$ cat src/rtl/sdram_test_pkg.sv
// Shared definitions for the SDRAM pattern tester: FSM state codes, pattern
// mode codes and the checkerboard word helper.
package sdram_test_pkg;

  localparam logic [3:0] ST_IDLE      = 4'd0;
  localparam logic [3:0] ST_WAIT_INIT = 4'd1;
  localparam logic [3:0] ST_WR_REQ    = 4'd2;
  localparam logic [3:0] ST_WR_STEP   = 4'd3;
  localparam logic [3:0] ST_RD_REQ    = 4'd4;
  localparam logic [3:0] ST_RD_WAIT   = 4'd5;
  localparam logic [3:0] ST_RD_CHK    = 4'd6;
  localparam logic [3:0] ST_DONE      = 4'd7;
  localparam logic [3:0] ST_FAIL      = 4'd8;

  typedef logic [1:0] mode_t;

  localparam mode_t MODE_ADDR    = 2'd0;
  localparam mode_t MODE_LFSR    = 2'd1;
  localparam mode_t MODE_CHECKER = 2'd2;
  localparam mode_t MODE_WALK    = 2'd3;

  localparam logic [15:0] DEFAULT_LFSR_POLY = 16'h100B;

  // Odd addresses get 0xAA.., even addresses 0x55..; callers truncate to width.
  function automatic logic [63:0] checker_word(input logic odd);
    return odd ? {32{2'b10}} : {32{2'b01}};
  endfunction

endpackage

$ cat src/rtl/sdram_pattern_tester_if.sv
// Request/grant bus between the pattern tester (master) and my_sdram_ctrl (slave).
// write_req/read_req stay high with address/data stable until the matching
// grant rises; read data is taken on the rising edge of read_valid.
interface sdram_pattern_tester_if #(
  parameter int ADDR_W = 20,
  parameter int DATA_W = 16
);
  logic              clken;
  logic              busy;
  logic [ADDR_W-1:0] w_addr;
  logic [ADDR_W-1:0] r_addr;
  logic              write_req;
  logic              write_gnt;
  logic              read_req;
  logic              read_gnt;
  logic [DATA_W-1:0] din;
  logic [DATA_W-1:0] dout;
  logic              read_valid;

  modport master (
    output clken, w_addr, r_addr, write_req, read_req, din,
    input  busy, write_gnt, read_gnt, dout, read_valid
  );

  modport slave (
    input  clken, w_addr, r_addr, write_req, read_req, din,
    output busy, write_gnt, read_gnt, dout, read_valid
  );
endinterface

$ cat src/rtl/sdram_test_pattern.sv
// Pattern generator: maps (mode, address, pass parity) to a data word and owns
// the Galois LFSR that supplies the pseudo-random mode.
module sdram_test_pattern
  import sdram_test_pkg::*;
#(
  parameter int                ADDR_W    = 20,
  parameter int                DATA_W    = 16,
  parameter logic [DATA_W-1:0] LFSR_POLY = DATA_W'(DEFAULT_LFSR_POLY),
  parameter logic [DATA_W-1:0] LFSR_SEED = '1
) (
  input  logic              clk,
  input  logic              rst,
  input  mode_t             i_mode,
  input  logic [ADDR_W-1:0] i_addr,
  input  logic              i_inv,
  input  logic              i_lfsr_load,
  input  logic              i_lfsr_step,
  output logic [DATA_W-1:0] o_data
);

  logic [DATA_W-1:0] r_lfsr;
  logic [DATA_W-1:0] w_raw;
  int unsigned       w_a;

  always_ff @(posedge clk or posedge rst) begin
    if (rst) begin
      r_lfsr <= LFSR_SEED;
    end else if (i_lfsr_load) begin
      r_lfsr <= LFSR_SEED;
    end else if (i_lfsr_step) begin
      r_lfsr <= {r_lfsr[DATA_W-2:0], 1'b0} ^ (r_lfsr[DATA_W-1] ? LFSR_POLY : '0);
    end
  end

  always_comb begin
    w_a = 32'(i_addr);
    case (i_mode)
      MODE_ADDR:    w_raw = DATA_W'(i_addr);
      MODE_LFSR:    w_raw = r_lfsr;
      MODE_CHECKER: w_raw = DATA_W'(checker_word(i_addr[0]));
      default:      w_raw = DATA_W'(1) << (w_a % DATA_W);
    endcase
  end

  // Odd passes write and expect the complement of the base pattern.
  assign o_data = w_raw ^ {DATA_W{i_inv}};

endmodule

$ cat src/rtl/sdram_pattern_tester.sv
// Self-checking SDRAM test engine: fills the address space with a pattern,
// reads it back, counts errors and captures the first failure.
module sdram_pattern_tester
  import sdram_test_pkg::*;
#(
  parameter int                ADDR_W     = 20,
  parameter int                DATA_W     = 16,
  parameter logic [DATA_W-1:0] LFSR_POLY  = DATA_W'(DEFAULT_LFSR_POLY),
  parameter logic [DATA_W-1:0] LFSR_SEED  = '1,
  parameter int                ERR_W      = 16,
  parameter int                RD_TIMEOUT = 1024
) (
  input  logic                    clk,
  input  logic                    reset,
  input  logic                    start,
  input  mode_t                   mode,
  input  logic                    loop,
  input  logic                    stop_on_err,
  sdram_pattern_tester_if.master  ctrl,
  output logic                    running,
  output logic                    done,
  output logic                    fail,
  output logic                    timeout,
  output logic [ERR_W-1:0]        err_count,
  output logic [ERR_W-1:0]        pass_count,
  output logic [ADDR_W-1:0]       fail_addr,
  output logic [DATA_W-1:0]       fail_exp,
  output logic [DATA_W-1:0]       fail_got,
  output logic [3:0]              dbg_state
);

  localparam int                TMR_W     = $clog2(RD_TIMEOUT + 1);
  localparam logic [ADDR_W-1:0] LAST_ADDR = '1;

  logic [3:0]        r_state;
  mode_t             r_mode;
  logic              r_loop, r_soe, r_clken, r_timeout, r_rd_to;
  logic              r_busy, r_wgnt, r_rgnt, r_rvalid;
  logic [ADDR_W-1:0] r_addr, r_fail_addr;
  logic [DATA_W-1:0] r_got, r_fail_exp, r_fail_got;
  logic [ERR_W-1:0]  r_err, r_pass;
  logic [TMR_W-1:0]  r_timer;

  logic [DATA_W-1:0] w_exp;
  logic              w_busy_fall, w_wgnt_rise, w_rgnt_rise, w_rvalid_rise;
  logic              w_last, w_mismatch, w_stop, w_lfsr_load, w_lfsr_step;

  assign w_busy_fall   = r_busy && !ctrl.busy;
  assign w_wgnt_rise   = ctrl.write_gnt && !r_wgnt;
  assign w_rgnt_rise   = ctrl.read_gnt && !r_rgnt;
  assign w_rvalid_rise = ctrl.read_valid && !r_rvalid;
  assign w_last        = (r_addr == LAST_ADDR);
  assign w_mismatch    = r_rd_to || (r_got != w_exp);
  assign w_stop        = w_mismatch && r_soe;

  // Every phase (write sweep, read sweep, next loop pass) restarts from the seed.
  assign w_lfsr_load = ((r_state == ST_WAIT_INIT) && w_busy_fall) ||
                       ((r_state == ST_WR_STEP) && w_last) ||
                       ((r_state == ST_RD_CHK) && !w_stop && w_last);
  assign w_lfsr_step = ((r_state == ST_WR_STEP) && !w_last) ||
                       ((r_state == ST_RD_CHK) && !w_stop && !w_last);

  sdram_test_pattern #(
    .ADDR_W    (ADDR_W),
    .DATA_W    (DATA_W),
    .LFSR_POLY (LFSR_POLY),
    .LFSR_SEED (LFSR_SEED)
  ) u_pattern (
    .clk         (clk),
    .rst         (reset),
    .i_mode      (r_mode),
    .i_addr      (r_addr),
    .i_inv       (r_pass[0]),
    .i_lfsr_load (w_lfsr_load),
    .i_lfsr_step (w_lfsr_step),
    .o_data      (w_exp)
  );

  always_ff @(posedge clk or posedge reset) begin
    if (reset) begin
      r_state     <= ST_IDLE;
      r_mode      <= MODE_ADDR;
      r_loop      <= 1'b0;
      r_soe       <= 1'b0;
      r_clken     <= 1'b0;
      r_timeout   <= 1'b0;
      r_rd_to     <= 1'b0;
      r_busy      <= 1'b0;
      r_wgnt      <= 1'b0;
      r_rgnt      <= 1'b0;
      r_rvalid    <= 1'b0;
      r_addr      <= '0;
      r_fail_addr <= '0;
      r_got       <= '0;
      r_fail_exp  <= '0;
      r_fail_got  <= '0;
      r_err       <= '0;
      r_pass      <= '0;
      r_timer     <= '0;
    end else begin
      r_busy   <= ctrl.busy;
      r_wgnt   <= ctrl.write_gnt;
      r_rgnt   <= ctrl.read_gnt;
      r_rvalid <= ctrl.read_valid;
      case (r_state)
        ST_IDLE, ST_DONE, ST_FAIL: begin
          if (start) begin
            r_mode      <= mode;
            r_loop      <= loop;
            r_soe       <= stop_on_err;
            r_clken     <= 1'b1;
            r_err       <= '0;
            r_pass      <= '0;
            r_fail_addr <= '0;
            r_fail_exp  <= '0;
            r_fail_got  <= '0;
            r_got       <= '0;
            r_timeout   <= 1'b0;
            r_rd_to     <= 1'b0;
            r_state     <= ST_WAIT_INIT;
          end
        end
        ST_WAIT_INIT: begin
          if (w_busy_fall) begin
            r_addr  <= '0;
            r_state <= ST_WR_REQ;
          end
        end
        ST_WR_REQ: begin
          if (w_wgnt_rise) r_state <= ST_WR_STEP;
        end
        ST_WR_STEP: begin
          r_addr  <= w_last ? '0 : r_addr + 1'b1;
          r_state <= w_last ? ST_RD_REQ : ST_WR_REQ;
        end
        ST_RD_REQ: begin
          if (w_rgnt_rise) begin
            r_timer <= '0;
            r_rd_to <= 1'b0;
            r_state <= ST_RD_WAIT;
          end
        end
        ST_RD_WAIT: begin
          if (w_rvalid_rise) begin
            r_got   <= ctrl.dout;
            r_state <= ST_RD_CHK;
          end else if (r_timer == TMR_W'(RD_TIMEOUT - 1)) begin
            r_timeout <= 1'b1;
            r_rd_to   <= 1'b1;
            r_got     <= '0;
            r_state   <= ST_RD_CHK;
          end else begin
            r_timer <= r_timer + 1'b1;
          end
        end
        ST_RD_CHK: begin
          if (w_mismatch) begin
            if (r_err != '1) r_err <= r_err + 1'b1;
            if (r_err == '0) begin
              r_fail_addr <= r_addr;
              r_fail_exp  <= w_exp;
              r_fail_got  <= r_got;
            end
          end
          if (w_stop) begin
            r_state <= ST_FAIL;
          end else if (w_last) begin
            if (r_pass != '1) r_pass <= r_pass + 1'b1;
            r_addr  <= '0;
            r_state <= r_loop ? ST_WR_REQ : ST_DONE;
          end else begin
            r_addr  <= r_addr + 1'b1;
            r_state <= ST_RD_REQ;
          end
        end
        default: r_state <= ST_IDLE;
      endcase
    end
  end

  assign ctrl.clken     = r_clken;
  assign ctrl.w_addr    = r_addr;
  assign ctrl.r_addr    = r_addr;
  assign ctrl.din       = w_exp;
  assign ctrl.write_req = (r_state == ST_WR_REQ);
  assign ctrl.read_req  = (r_state == ST_RD_REQ);

  assign running    = !((r_state == ST_IDLE) || (r_state == ST_DONE) || (r_state == ST_FAIL));
  assign done       = (r_state == ST_DONE);
  assign fail       = (r_state == ST_FAIL) || ((r_state == ST_DONE) && (r_err != '0));
  assign timeout    = r_timeout;
  assign err_count  = r_err;
  assign pass_count = r_pass;
  assign fail_addr  = r_fail_addr;
  assign fail_exp   = r_fail_exp;
  assign fail_got   = r_fail_got;
  assign dbg_state  = r_state;

endmodule

$ cat src/flat_wrapper.sv
// flat-port wrapper written by rule: the top's interface ports become plain ports
module sdram_pattern_tester_flat import sdram_test_pkg::*;
#(
  parameter int                ADDR_W     = 20,
  parameter int                DATA_W     = 16,
  parameter logic [DATA_W-1:0] LFSR_POLY  = DATA_W'(DEFAULT_LFSR_POLY),
  parameter logic [DATA_W-1:0] LFSR_SEED  = '1,
  parameter int                ERR_W      = 16,
  parameter int                RD_TIMEOUT = 1024
)
  (clk, reset, start, mode, loop, stop_on_err, running, done, fail, timeout, err_count, pass_count, fail_addr, fail_exp, fail_got, dbg_state, ctrl_clken, ctrl_w_addr, ctrl_r_addr, ctrl_write_req, ctrl_read_req, ctrl_din, ctrl_busy, ctrl_write_gnt, ctrl_read_gnt, ctrl_dout, ctrl_read_valid);
  sdram_pattern_tester_if #(.ADDR_W(ADDR_W), .DATA_W(DATA_W)) ctrl_i ();
  input  logic clk;
  input  logic reset;
  input  logic start;
  input  mode_t mode;
  input  logic loop;
  input  logic stop_on_err;
  output logic running;
  output logic done;
  output logic fail;
  output logic timeout;
  output logic [ERR_W-1:0] err_count;
  output logic [ERR_W-1:0] pass_count;
  output logic [ADDR_W-1:0] fail_addr;
  output logic [DATA_W-1:0] fail_exp;
  output logic [DATA_W-1:0] fail_got;
  output logic [3:0] dbg_state;
  output wire logic [$bits(ctrl_i.clken)-1:0] ctrl_clken;
  output wire logic [$bits(ctrl_i.w_addr)-1:0] ctrl_w_addr;
  output wire logic [$bits(ctrl_i.r_addr)-1:0] ctrl_r_addr;
  output wire logic [$bits(ctrl_i.write_req)-1:0] ctrl_write_req;
  output wire logic [$bits(ctrl_i.read_req)-1:0] ctrl_read_req;
  output wire logic [$bits(ctrl_i.din)-1:0] ctrl_din;
  input wire logic [$bits(ctrl_i.busy)-1:0] ctrl_busy;
  input wire logic [$bits(ctrl_i.write_gnt)-1:0] ctrl_write_gnt;
  input wire logic [$bits(ctrl_i.read_gnt)-1:0] ctrl_read_gnt;
  input wire logic [$bits(ctrl_i.dout)-1:0] ctrl_dout;
  input wire logic [$bits(ctrl_i.read_valid)-1:0] ctrl_read_valid;
  assign ctrl_clken = ctrl_i.clken;
  assign ctrl_w_addr = ctrl_i.w_addr;
  assign ctrl_r_addr = ctrl_i.r_addr;
  assign ctrl_write_req = ctrl_i.write_req;
  assign ctrl_read_req = ctrl_i.read_req;
  assign ctrl_din = ctrl_i.din;
  assign ctrl_i.busy = ctrl_busy;
  assign ctrl_i.write_gnt = ctrl_write_gnt;
  assign ctrl_i.read_gnt = ctrl_read_gnt;
  assign ctrl_i.dout = ctrl_dout;
  assign ctrl_i.read_valid = ctrl_read_valid;
  sdram_pattern_tester #(.ADDR_W(ADDR_W), .DATA_W(DATA_W), .LFSR_POLY(LFSR_POLY), .LFSR_SEED(LFSR_SEED), .ERR_W(ERR_W), .RD_TIMEOUT(RD_TIMEOUT)) u_core (.clk(clk), .reset(reset), .start(start), .mode(mode), .loop(loop), .stop_on_err(stop_on_err), .ctrl(ctrl_i), .running(running), .done(done), .fail(fail), .timeout(timeout), .err_count(err_count), .pass_count(pass_count), .fail_addr(fail_addr), .fail_exp(fail_exp), .fail_got(fail_got), .dbg_state(dbg_state));
endmodule
$ cat config.mk
export PLATFORM = sky130hd
export DESIGN_NAME = sdram_pattern_tester_flat
export DESIGN_NICKNAME = d
export VERILOG_FILES = /design/src/rtl/sdram_test_pkg.sv /design/src/rtl/sdram_pattern_tester_if.sv /design/src/rtl/sdram_test_pattern.sv /design/src/rtl/sdram_pattern_tester.sv /design/src/flat_wrapper.sv
export SDC_FILE = /design/constraint.sdc
export NUM_CORES = 1
export LEC_CHECK = 0
export CORE_MARGIN = 1.5
export CORE_UTILIZATION = 52
export DETAILED_ROUTE_END_ITERATION = 10
export PLACE_DENSITY = 0.78
export SLEW_MARGIN = 10
export SYNTH_ARGS = -nofsm -noshare
export SYNTH_HDL_FRONTEND = slang
export SYNTH_SLANG_ARGS = --single-unit
$ cat constraint.sdc
create_clock -name clk -period 7.45 [get_ports clk]
set_input_delay 1.49 -clock clk [delete_from_list [all_inputs] [get_ports clk]]
set_output_delay 1.49 -clock clk [all_outputs]
set_load 0.05 [all_outputs]
==> flow_summary_export.csv <==
group,metric,value,unit
placement,port_buffers,177,
synth,synth_largest_area_cell,"dfrtp_1",
clock_tree,cts_buffers,17,
synth,synth-xor-area-share,4.09,%
finish,diodes,0,
finish,area_growth,25.4,%
critical_path,crit_path_end_kind,"output port",
synth,synth_fp_nets,1022,
floorplan,die_w,134,um
synth,synth_top_area_share,41.1,%
critical_path,worst_ep_arrival_time,3.46,ns
critical_path,rrSetupSlack,3.03,ns
route,postRouteWirelength,24.2,mm
clock_tree,cts_resized,0,
clock_tree,clk_latency,0.44,ns
floorplan,io_pins,178,
timing,fmax,202,MHz
synth,synthArstFlopShare,100,%
clock_tree,cts_buffer_depth,2,
critical_path,crit_path_end,"ctrl_din[5]",
job,cap_viol_max_count,0,
global_routing,grt_max_degree,98,
power_and_ir_drop,finalPower,5.16,mW
route,num_vias,7934,
synth,synth_mux_area_share,3.46,%
clock_tree,root_buffer,"clkbuf_16",
floorplan,start_util,53.5,%
timing,hold_ws,0.468,ns
clock_tree,clk_pin_slew_worst_paths,0.07,ns
route,drt_pass1_iterations,5,
synth,synth-simple-area-share,22.3,%
synth,synth_top_family_by_area,"simple AND/OR/NAND/NOR gates",
finish,mostFrequentLayoutCell,"nand2_1",
synth,yosysSeqAreaShare,45.8,%
synth,syn_inst,985,
status,status,"completed",
placement,placed_cell_area,10600,um^2
placement,detailed_place_hpwl,16.3,mm
global_routing,grt_antenna_before_repair,0,
timing,min_period,4.95,ns
critical_path,crit_required,5.96,ns
placement,place_inst,1308,
clock_tree,tritoncts,"yes",
critical_path,reg2reg_to,"u_core.ctrl.r_addr[5]",
clock_tree,clock-sinks,162,
global_routing,first_global_vias,7112,
finish,final_area,11200,um^2
route,drc,0,
synth,synth.distinct_cells,73,
route,wl_per_cell,18.1,um
global_routing,grt_pass1_wl,38.8,mm
finish,fill_cells,1352,
timing,setup_violations,0,
critical_path,timing.rr.start,"u_core.r_mode[0]",
timing,rsz0062_at_grt,"false",
timing,tightest_slew,1.19,ns
synth,synth_adder_area_share,1.41,%
global_routing,grt_use_total,27.6,%
clock_tree,cts_max_level,4,
synth,synth_ff_type,"dfrtp_1",
floorplan,dieArea,17900,um^2
synth,synth-edff-count,0,
timing,relSlewSlack,19.7,%
timing,finClkSkew,0.0104,ns
critical_path,startpoint,"u_core.r_mode[0]",
finish,drive_gt1_share,8.48,%
clock_tree,postCtsHoldBufs,0,
timing,slew_viol_final,0,
global_routing,grt_overflow_total,0,
route,drt-initial-drc-count,746,
finish,final_cell_count_no_fill,1340,
synth,synth_warnings,0,
synth,synth.area.top_cells,"dfrtp_1, nand2_1, o21ai_0",
floorplan,fp-row-count,47,
critical_path,path_class,"flip-flop to output port",
synth,avgSynthCellArea,9.04,um^2
timing,final.setup.tns,0,ns
synth,synth_seq_cells,162,
route,antenna_left,0,
power_and_ir_drop,ir_worst_vdd,503,uV
hold_path,hold_path_class,"flip-flop to flip-flop",
clock_tree,post_cts_buffers,0,
critical_path,critPathLaunchType,"flip-flop",
placement,gp_congestion,0.896,
finish,layout.nets,1144,
power_and_ir_drop,power_density,462,nW/um^2
timing,hold_violations,0,
critical_path,crit_fanout,35,
timing,fin_ws,2.50,ns
floorplan,die_h,134,um
finish,mostFrequentLayoutCells,"nand2_1, clkdlybuf4s50_1, dfrtp_1",
finish,finish.utilization,67.0,%
placement,pre_cts_ws,3.00,ns
synth,netlist_area,8900,um^2
synth,synth-compound-area-share,16.9,%
timing,post-route-period-util,66.5,%
floorplan,core_area,16600,um^2
power_and_ir_drop,power_leakage,4.71,nW
route,drt-vias-per-instance,5.92,
critical_path,r2r_cells,10,
==> kinds of logic (layout without fill, tap and decap cells) <==
logic type,Yosys count,count (layout)
AOI/OAI and AO/OA,227,227
xor gates and xnor gates,40,40
adders and majority gates,10,10
muxes,29,29
buffers and inverters,104,239
DFF,162,162
and+or+nand+nor,413,413
==> final cells by class <==
type	count	area (um^2)	area share, %
Clock buffer	18	439	3.94
Timing Repair Buffer	186	1840	16.5
Multi-Input combinational cell	719	4320	38.7
Sequential cell	162	4070	36.5
Tap cell	220	275	2.47
Clock inverter	14	130	1.17
Inverter	21	83.8	0.751
==> worst max-delay path: stages (launching register included) <==
cell             delay, ns
dfrtp_1               1.09
nand2b_4              0.33
nand2_1               0.14
o22ai_1               0.41
xnor2_1               0.20
clkdlybuf4s50_1       0.84
==> worst min path at each step <==
stage	start	to	slack (ns)	depth (start not counted)
2_1_floorplan	u_core.u_pattern.r_lfsr[12]	u_core.u_pattern.r_lfsr[12]	0.46	2
3_3_place_gp	u_core.ctrl.clken	u_core.ctrl.clken	0.45	1
3_5_place_dp	u_core.ctrl.clken	u_core.ctrl.clken	0.46	1
4_1_cts	u_core.ctrl.clken	u_core.ctrl.clken	0.47	1
5_1_grt	u_core.ctrl.clken	u_core.ctrl.clken	0.51	1
6_report	u_core.ctrl.clken	u_core.ctrl.clken	0.47	1
==> sequential cells by signal (all words and copies together), names as in the netlist <==
signal / flops
u_core.fail_got: 16
u_core.r_mode: 2
u_core.r_busy: 1
u_core.timeout: 1
u_core.ctrl.clken: 1
u_core.r_loop: 1
u_core.r_wgnt: 1
u_core.r_rgnt: 1
u_core.fail_addr: 20
u_core.r_rvalid: 1
u_core.dbg_state: 4
u_core.r_got: 16
u_core.ctrl.r_addr: 20
u_core.u_pattern.r_lfsr: 16
u_core.err_count: 16
u_core.r_timer: 11
u_core.r_rd_to: 1
u_core.r_soe: 1
u_core.fail_exp: 16
u_core.pass_count: 16
==> Yosys cell counts, types with 5 or more instances <==
cell	count
buf_6	5
buf_4	24
or2_2	5
or4_1	10
nor3_1	10
a21oi_1	21
mux2i_1	18
nand2b_1	17
inv_1	20
ha_1	10
and4_1	7
xnor2_1	25
and3_1	18
a22o_1	18
o31ai_1	17
nand2_1	194
or3_1	6
o22ai_1	10
a31oi_1	5
a21o_1	5
buf_2	16
nor4_1	6
nor2_1	62
xor2_1	14
nand3_1	33
nand4_1	19
dfrtp_1	146
dfstp_2	16
o41ai_1	6
clkbuf_1	31
o21ai_0	100
nor2b_1	10
mux2_2	7
==> where the power goes <==
group / leakage (nW) / total, mW / internal, mW / switching, mW
sequential: 2.11 / 1.55 / 1.19 / 0.355
clock: 0.283 / 0.854 / 0.473 / 0.381
combinational: 2.31 / 2.76 / 0.930 / 1.82
total: 4.71 / 5.16 / 2.59 / 2.56
==> routing by layer <==
| layer | track usage, % | wire (um) |
|---|---|---|
| met1 | 39.8 | 10900 |
| met2 | 42.4 | 11300 |
| met3 | 5.25 | 1550 |
| met4 | 8.51 | 453 |
| met5 | 0 | 0 |
No activity file was read; power rests on OpenSTA's default activity.
